**config.mk**
```make
export PLATFORM = sky130hd
export DESIGN_NAME = data_mem_responder
export DESIGN_NICKNAME = d
export VERILOG_FILES = /design/src/rtl/data_mem_responder.sv
export SDC_FILE = /design/constraint.sdc
export NUM_CORES = 2
export LEC_CHECK = 0
export ABC_CLOCK_PERIOD_IN_PS = 6370
export CORE_UTILIZATION = 45
export DETAILED_ROUTE_END_ITERATION = 12
export GPL_TIMING_DRIVEN = 0
export PLACE_DENSITY = 0.56
export RECOVER_POWER = 25
export REMOVE_ABC_BUFFERS = 1
export SLEW_MARGIN = 25
export SYNTH_ARGS = -nofsm -noshare
export SYNTH_HDL_FRONTEND = slang
export SYNTH_SLANG_ARGS = --single-unit
```
**constraint.sdc**
```tcl
create_clock -name clk -period 6.37 [get_ports clk]
set_input_delay 0.9555 -clock clk [delete_from_list [all_inputs] [get_ports clk]]
set_output_delay 0.9555 -clock clk [all_outputs]
set_load 0.005 [all_outputs]
```
**src/rtl/data_mem_responder.sv**
```systemverilog
// Single-port data memory shared between a core port and a host port.
// A RUN/DRAIN/HOST arbiter hands ownership to the host after draining core reads.
module data_mem_responder #(
  parameter int reg_width = 12,
  parameter int addr_bits = 8
) (
  input  logic                 clk,
  input  logic                 reset,
  input  logic [reg_width-1:0] core_addr,
  input  logic [reg_width-1:0] core_wdata,
  input  logic                 core_wr,
  input  logic                 core_rd,
  output logic [reg_width-1:0] core_rdata,
  output logic                 core_rvalid,
  output logic                 core_stall,
  input  logic                 host_hold,
  input  logic                 host_req,
  input  logic                 host_we,
  input  logic [reg_width-1:0] host_addr,
  input  logic [reg_width-1:0] host_wdata,
  output logic                 host_gnt,
  output logic [reg_width-1:0] host_rdata,
  output logic                 host_rvalid,
  output logic [15:0]          wr_count
);

  localparam int DEPTH = 2 ** addr_bits;
  localparam logic [1:0] RUN   = 2'd0;
  localparam logic [1:0] DRAIN = 2'd1;
  localparam logic [1:0] HOST  = 2'd2;

  logic [1:0]           state_q, state_d;
  logic [reg_width-1:0] mem [DEPTH];
  logic [reg_width-1:0] core_rdata_q, host_rdata_q;
  logic                 core_rvalid_q, host_rvalid_q;
  logic [15:0]          wr_count_q;

  logic                 core_en, host_en;
  logic                 core_we, mem_we, core_re, host_re;
  logic [addr_bits-1:0] mem_addr;
  logic [reg_width-1:0] mem_wdata, rd_word;

  // Owners are mutually exclusive, so one shared address/data port suffices.
  always_comb begin
    core_en   = (state_q == RUN);
    host_en   = (state_q == HOST);
    core_we   = core_en & core_wr;
    core_re   = core_en & core_rd;
    host_re   = host_en & host_req & ~host_we;
    mem_we    = core_we | (host_en & host_req & host_we);
    mem_addr  = host_en ? host_addr[addr_bits-1:0] : core_addr[addr_bits-1:0];
    mem_wdata = host_en ? host_wdata : core_wdata;
    // Write-first: a same-cycle core write forwards straight to the read result.
    rd_word   = core_we ? core_wdata : mem[mem_addr];
  end

  always_comb begin
    state_d = state_q;
    case (state_q)
      RUN:     if (host_hold) state_d = DRAIN;
      DRAIN:   state_d = HOST;
      HOST:    if (!host_hold) state_d = RUN;
      default: state_d = RUN;
    endcase
  end

  always_ff @(posedge clk) begin
    if (mem_we) mem[mem_addr] <= mem_wdata;
  end

  always_ff @(posedge clk or negedge reset) begin
    if (!reset) begin
      state_q       <= RUN;
      core_rdata_q  <= '0;
      core_rvalid_q <= 1'b0;
      host_rdata_q  <= '0;
      host_rvalid_q <= 1'b0;
      wr_count_q    <= '0;
    end else begin
      state_q       <= state_d;
      core_rvalid_q <= core_re;
      host_rvalid_q <= host_re;
      if (core_re) core_rdata_q <= rd_word;
      if (host_re) host_rdata_q <= rd_word;
      if (core_we && wr_count_q != 16'hFFFF) wr_count_q <= wr_count_q + 16'd1;
    end
  end

  generate
    if (reg_width > addr_bits) begin : g_addr_wrap
      logic unused_addr_hi;
      assign unused_addr_hi = ^{core_addr[reg_width-1:addr_bits],
                                host_addr[reg_width-1:addr_bits]};
    end
  endgenerate

  assign core_rdata  = core_rdata_q;
  assign core_rvalid = core_rvalid_q;
  assign host_rdata  = host_rdata_q;
  assign host_rvalid = host_rvalid_q;
  assign wr_count    = wr_count_q;
  assign core_stall  = (state_q != RUN);
  assign host_gnt    = (state_q == HOST);

endmodule

```
==> results.py <==
metrics = {
    "run_status": {
        "outcome": "finished with violations",
        "violations": "max-capacitance violations, max-slew violations, negative setup slack",
    },
    "floorplanning": {
        "die_w_um": 508,
        "die_area_sq_um": 258000,
        "num_io_pins": 99,
        "coreArea_sq_um": 254000,
        "row_count": 185,
        "start_util": 0.454,
        "die_h_um": 508,
    },
    "sta": {
        "post-route-period-util": 1.01,
        "fin_skew_ps": 45.6,
        "setup_viol": 1,
        "drv_slew": 1598,
        "final.min_clock_period_ps": 6440,
        "max_slew_margin": -1.15,
        "tightest_slew_ps": 3230,
        "hold_viol_final": 0,
        "clock.fmax_ghz": 0.155,
        "setup_slack_ps": -69.5,
        "rsz0062_at_grt": "no",
        "whs_ps": 492,
    },
    "finish": {
        "num-fill-cells": 19855,
        "fin_area_sq_um": 135000,
        "synthToLayoutAreaGrowth_pct": 17.1,
        "nNetsFinal": 6905,
        "drive_gt1_frac": 0.147,
    },
    "yosys": {
        "synth_seq_cells": 3116,
        "synth.distinct_cells": 54,
        "yosys.area_share.simple": 0.0213,
        "ys_seq_area_frac": 0.809,
        "synth_common_cells": "3072 x edfxtp_1, 1182 x a22oi_1, 597 x a21oi_1",
        "synth_most_common_cell": "edfxtp_1",
        "synth_fa_ha_area_frac": 0.000108,
        "synth-xor-area-share": 0.00114,
        "synth_compound_area_frac": 0.148,
        "ys_warn_count": 0,
        "synthMuxAreaShare": 0.00136,
        "synth_top_area_frac": 0.800,
        "synth_edf_count": 3072,
        "synth_top_family_by_area": "compound AO/OA/AOI/OAI gates",
        "ys.flop_type": "edfxtp_1",
        "synthArstFlopShare": 0.0141,
        "synth_top_area_cell": "edfxtp_1",
        "synthTopCellsByArea": "edfxtp_1 80%, a22oi_1 7.7%, a21oi_1 2.6%, a22o_1 1.4%, a221oi_1 1.3%",
        "syn_inst": 6633,
        "syn_avg_cell_area_sq_um": 17.4,
        "syn_area_sq_um": 115000,
    },
    "worst_setup_path": {
        "required_ps": 7190,
        "critPathCaptureType": "register",
        "r2r-end": "host_rdata[5]$_DFFE_PN0P_",
        "cp_top_family": "buffers and inverters",
        "reg2reg_depth": 20,
        "crit_buf_inv": 11,
        "crit_path_start_kind": "register",
        "path_cells": "nand2b_4 -> buf_12 -> clkinv_4 -> o31ai_4 -> buf_8 -> buf_8 -> buf_6 -> buf_8 -> buf_6 -> buf_6 -> buf_8 -> buf_8 -> buf_6 -> a22oi_1 -> a21oi_1 -> nor4_1 -> o22ai_1 -> o21ai_1 -> nand4_1 -> mux2_2",
        "reg2reg_setup_slack_ps": -70,
        "max_stage_delay_ps": 860,
        "path_max_fanout": 28,
        "crit_arrival_ps": 7260,
        "cp_common_cell": "buf_8",
        "slowest_stage": "nor4_1",
        "timing.rr.start": "state_q[0]$_DFFE_PN0P_",
        "crit_type": "reg -> reg",
    },
    "placed_design": {
        "gp_congestion": 0.769,
        "place.port_buffers": 90,
        "dpl_cell_area_sq_um": 125000,
        "hpwl_um": 206000,
        "dpl_worst_slack_ps": -727,
    },
    "power_and_ir_drop": {
        "power_density_nw_per_um2": 416,
        "vdd_ir_drop_max_mv": 0.349,
        "p_leak_nw": 41.3,
        "total_power_mw": 56.2,
    },
    "global_route": {
        "track_usage": 0.251,
        "antenna_found_initial": 9,
        "grt_pass1_wl_um": 465000,
        "grt_max_degree": 66,
        "grt_pass1_vias": 63317,
        "overflow": 0,
    },
    "detailed_routing": {
        "ant_nets": 0,
        "routed_wl_um": 329000,
        "drt_iter0_drc": 6667,
        "drc_errors": 0,
        "wl_per_cell_um": 31.4,
        "dr.pass1.iters": 5,
        "viasPerCell": 6.26,
        "vias": 65518,
    },
    "hold_path": {
        "hold_end": "wr_count[6]$_DFFE_PN0P_",
        "hold_class": "reg -> reg",
        "min_path_cells": 1,
        "hp-start": "wr_count[6]$_DFFE_PN0P_",
    },
    "clock_network": {
        "ctsHtreeMaxLevel": 5,
        "numCtsBuffers": 331,
        "clk_pin_slew_ps": 60,
        "clock-sinks": 3116,
        "cts_tree": "yes",
        "insertion_delay_ps": 970,
        "clockBufferDepth": 4,
        "cts_root_buffer": "clkbuf_16",
    },
    "flow_run": {
        "max_cap_viol_count": 32,
    },
}
area by class of cell:
class                   count  area, sq um  share of cell area
clock buffers             421         8820              0.0653
diodes                      4         10.0           0.0000741
well taps                3366         4210              0.0312
clock inverters           156         1400              0.0104
inverters                  12         50.0            0.000370
repair buffers            384         6400              0.0474
flip-flops and latches   3116        93300               0.691
multi-input cells        3004        20900               0.154
per-stage QoR:
step | util | instances | setup TNS [ps]
3_3_place_gp | 0.465 | 9588 | -
4_1_cts | 0.534 | 10459 | 0
5_1_grt | 0.531 | 10461 | 0
2_1_floorplan | - | 6132 | -1440480
6_report | 0.531 | 10463 | -69.5
3_5_place_dp | 0.493 | 9879 | -8640
layout by cell type (no fill, tap or decap), types with 37 or more instances in the layout:
cell	count
edfxtp_1	3072
a22oi_1	1182
a21oi_1	597
clkbuf_16	339
nor2_2	256
a22o_1	188
a221oi_1	176
o22ai_1	136
buf_16	106
clkbuf_1	105
nor4_1	89
clkinv_1	62
o21ai_0	58
nand2_1	56
buf_8	56
buf_12	54
clkinv_2	52
clkdlybuf4s50_1	48
buf_6	48
dfrtp_1	44
o41ai_1	43
dlygate4sd3_1	42
nor2_1	37
routing by layer:
layer,part of all wire,global-route usage,vias to the layer above
met2,0.48,0.404,2685
li1,-,-,28165
met3,0.070,0.0414,552
met5,0.000082,0,-
met1,0.41,0.342,34112
met4,0.041,0.0997,4
worst register-to-register path, delay by kind of cell (launching register included):
| kind | cells | cell delay (ps) |
|---|---|---|
| compound gates | 5 | 1690 |
| buf+inv | 11 | 2170 |
| flops | 1 | 440 |
| mux | 1 | 420 |
| simple gates | 3 | 1620 |
flip-flops by register name, summed over array words and instances, names as in the netlist:
signal       flops
core_rdata      12
core_rvalid      1
host_rdata      12
host_rvalid      1
mem           3072
state_q          2
wr_count        16
timing repair:
action / 4_1_cts / 5_1_grt
setup endpoints to repair: 14 / 0
hold buffers: 1 / 0
hold endpoints to repair: 11 / 0
resized for setup: 11 / 0
setup buffers: 2 / 0
kinds of logic after synthesis:
kind of cell             count (synthesis)
flip-flops                            3116
XOR/XNOR                                15
AO/OA/AOI/OAI                         2440
AND/OR/NAND/NOR                        534
buffers and inverters                  513
adder cells (fa/ha/maj)                  1
multiplexers                            14
worst max-delay path by stage:
stage,end,cells after the start,startpoint,slack (ps)
after detailed placement,host_rdata[2]$_DFFE_PN0P_,15,core_addr[0],-730
after CTS,host_rdata[2]$_DFFE_PN0P_,19,state_q[0]$_DFFE_PN0P_,160
after global placement,host_rdata[1]$_DFFE_PN0P_,9,state_q[0]$_DFFE_PN0P_,-101480
after global routing,host_rdata[7]$_DFFE_PN0P_,19,state_q[0]$_DFFE_PN0P_,80
final,host_rdata[5]$_DFFE_PN0P_,20,state_q[0]$_DFFE_PN0P_,-70
after floorplan,host_rdata[0]$_DFFE_PN0P_,10,state_q[0]$_DFFE_PN0P_,-40540
report_power, final:
part           internal [mW]  leakage (nW)  switching, mW
Clock                   10.8          5.00           7.66
Combinational           3.71          8.06           8.83
Sequential              25.1          28.2         0.0893
Total                   39.6          41.3           16.6
No activity file was read; power rests on OpenSTA's default activity.
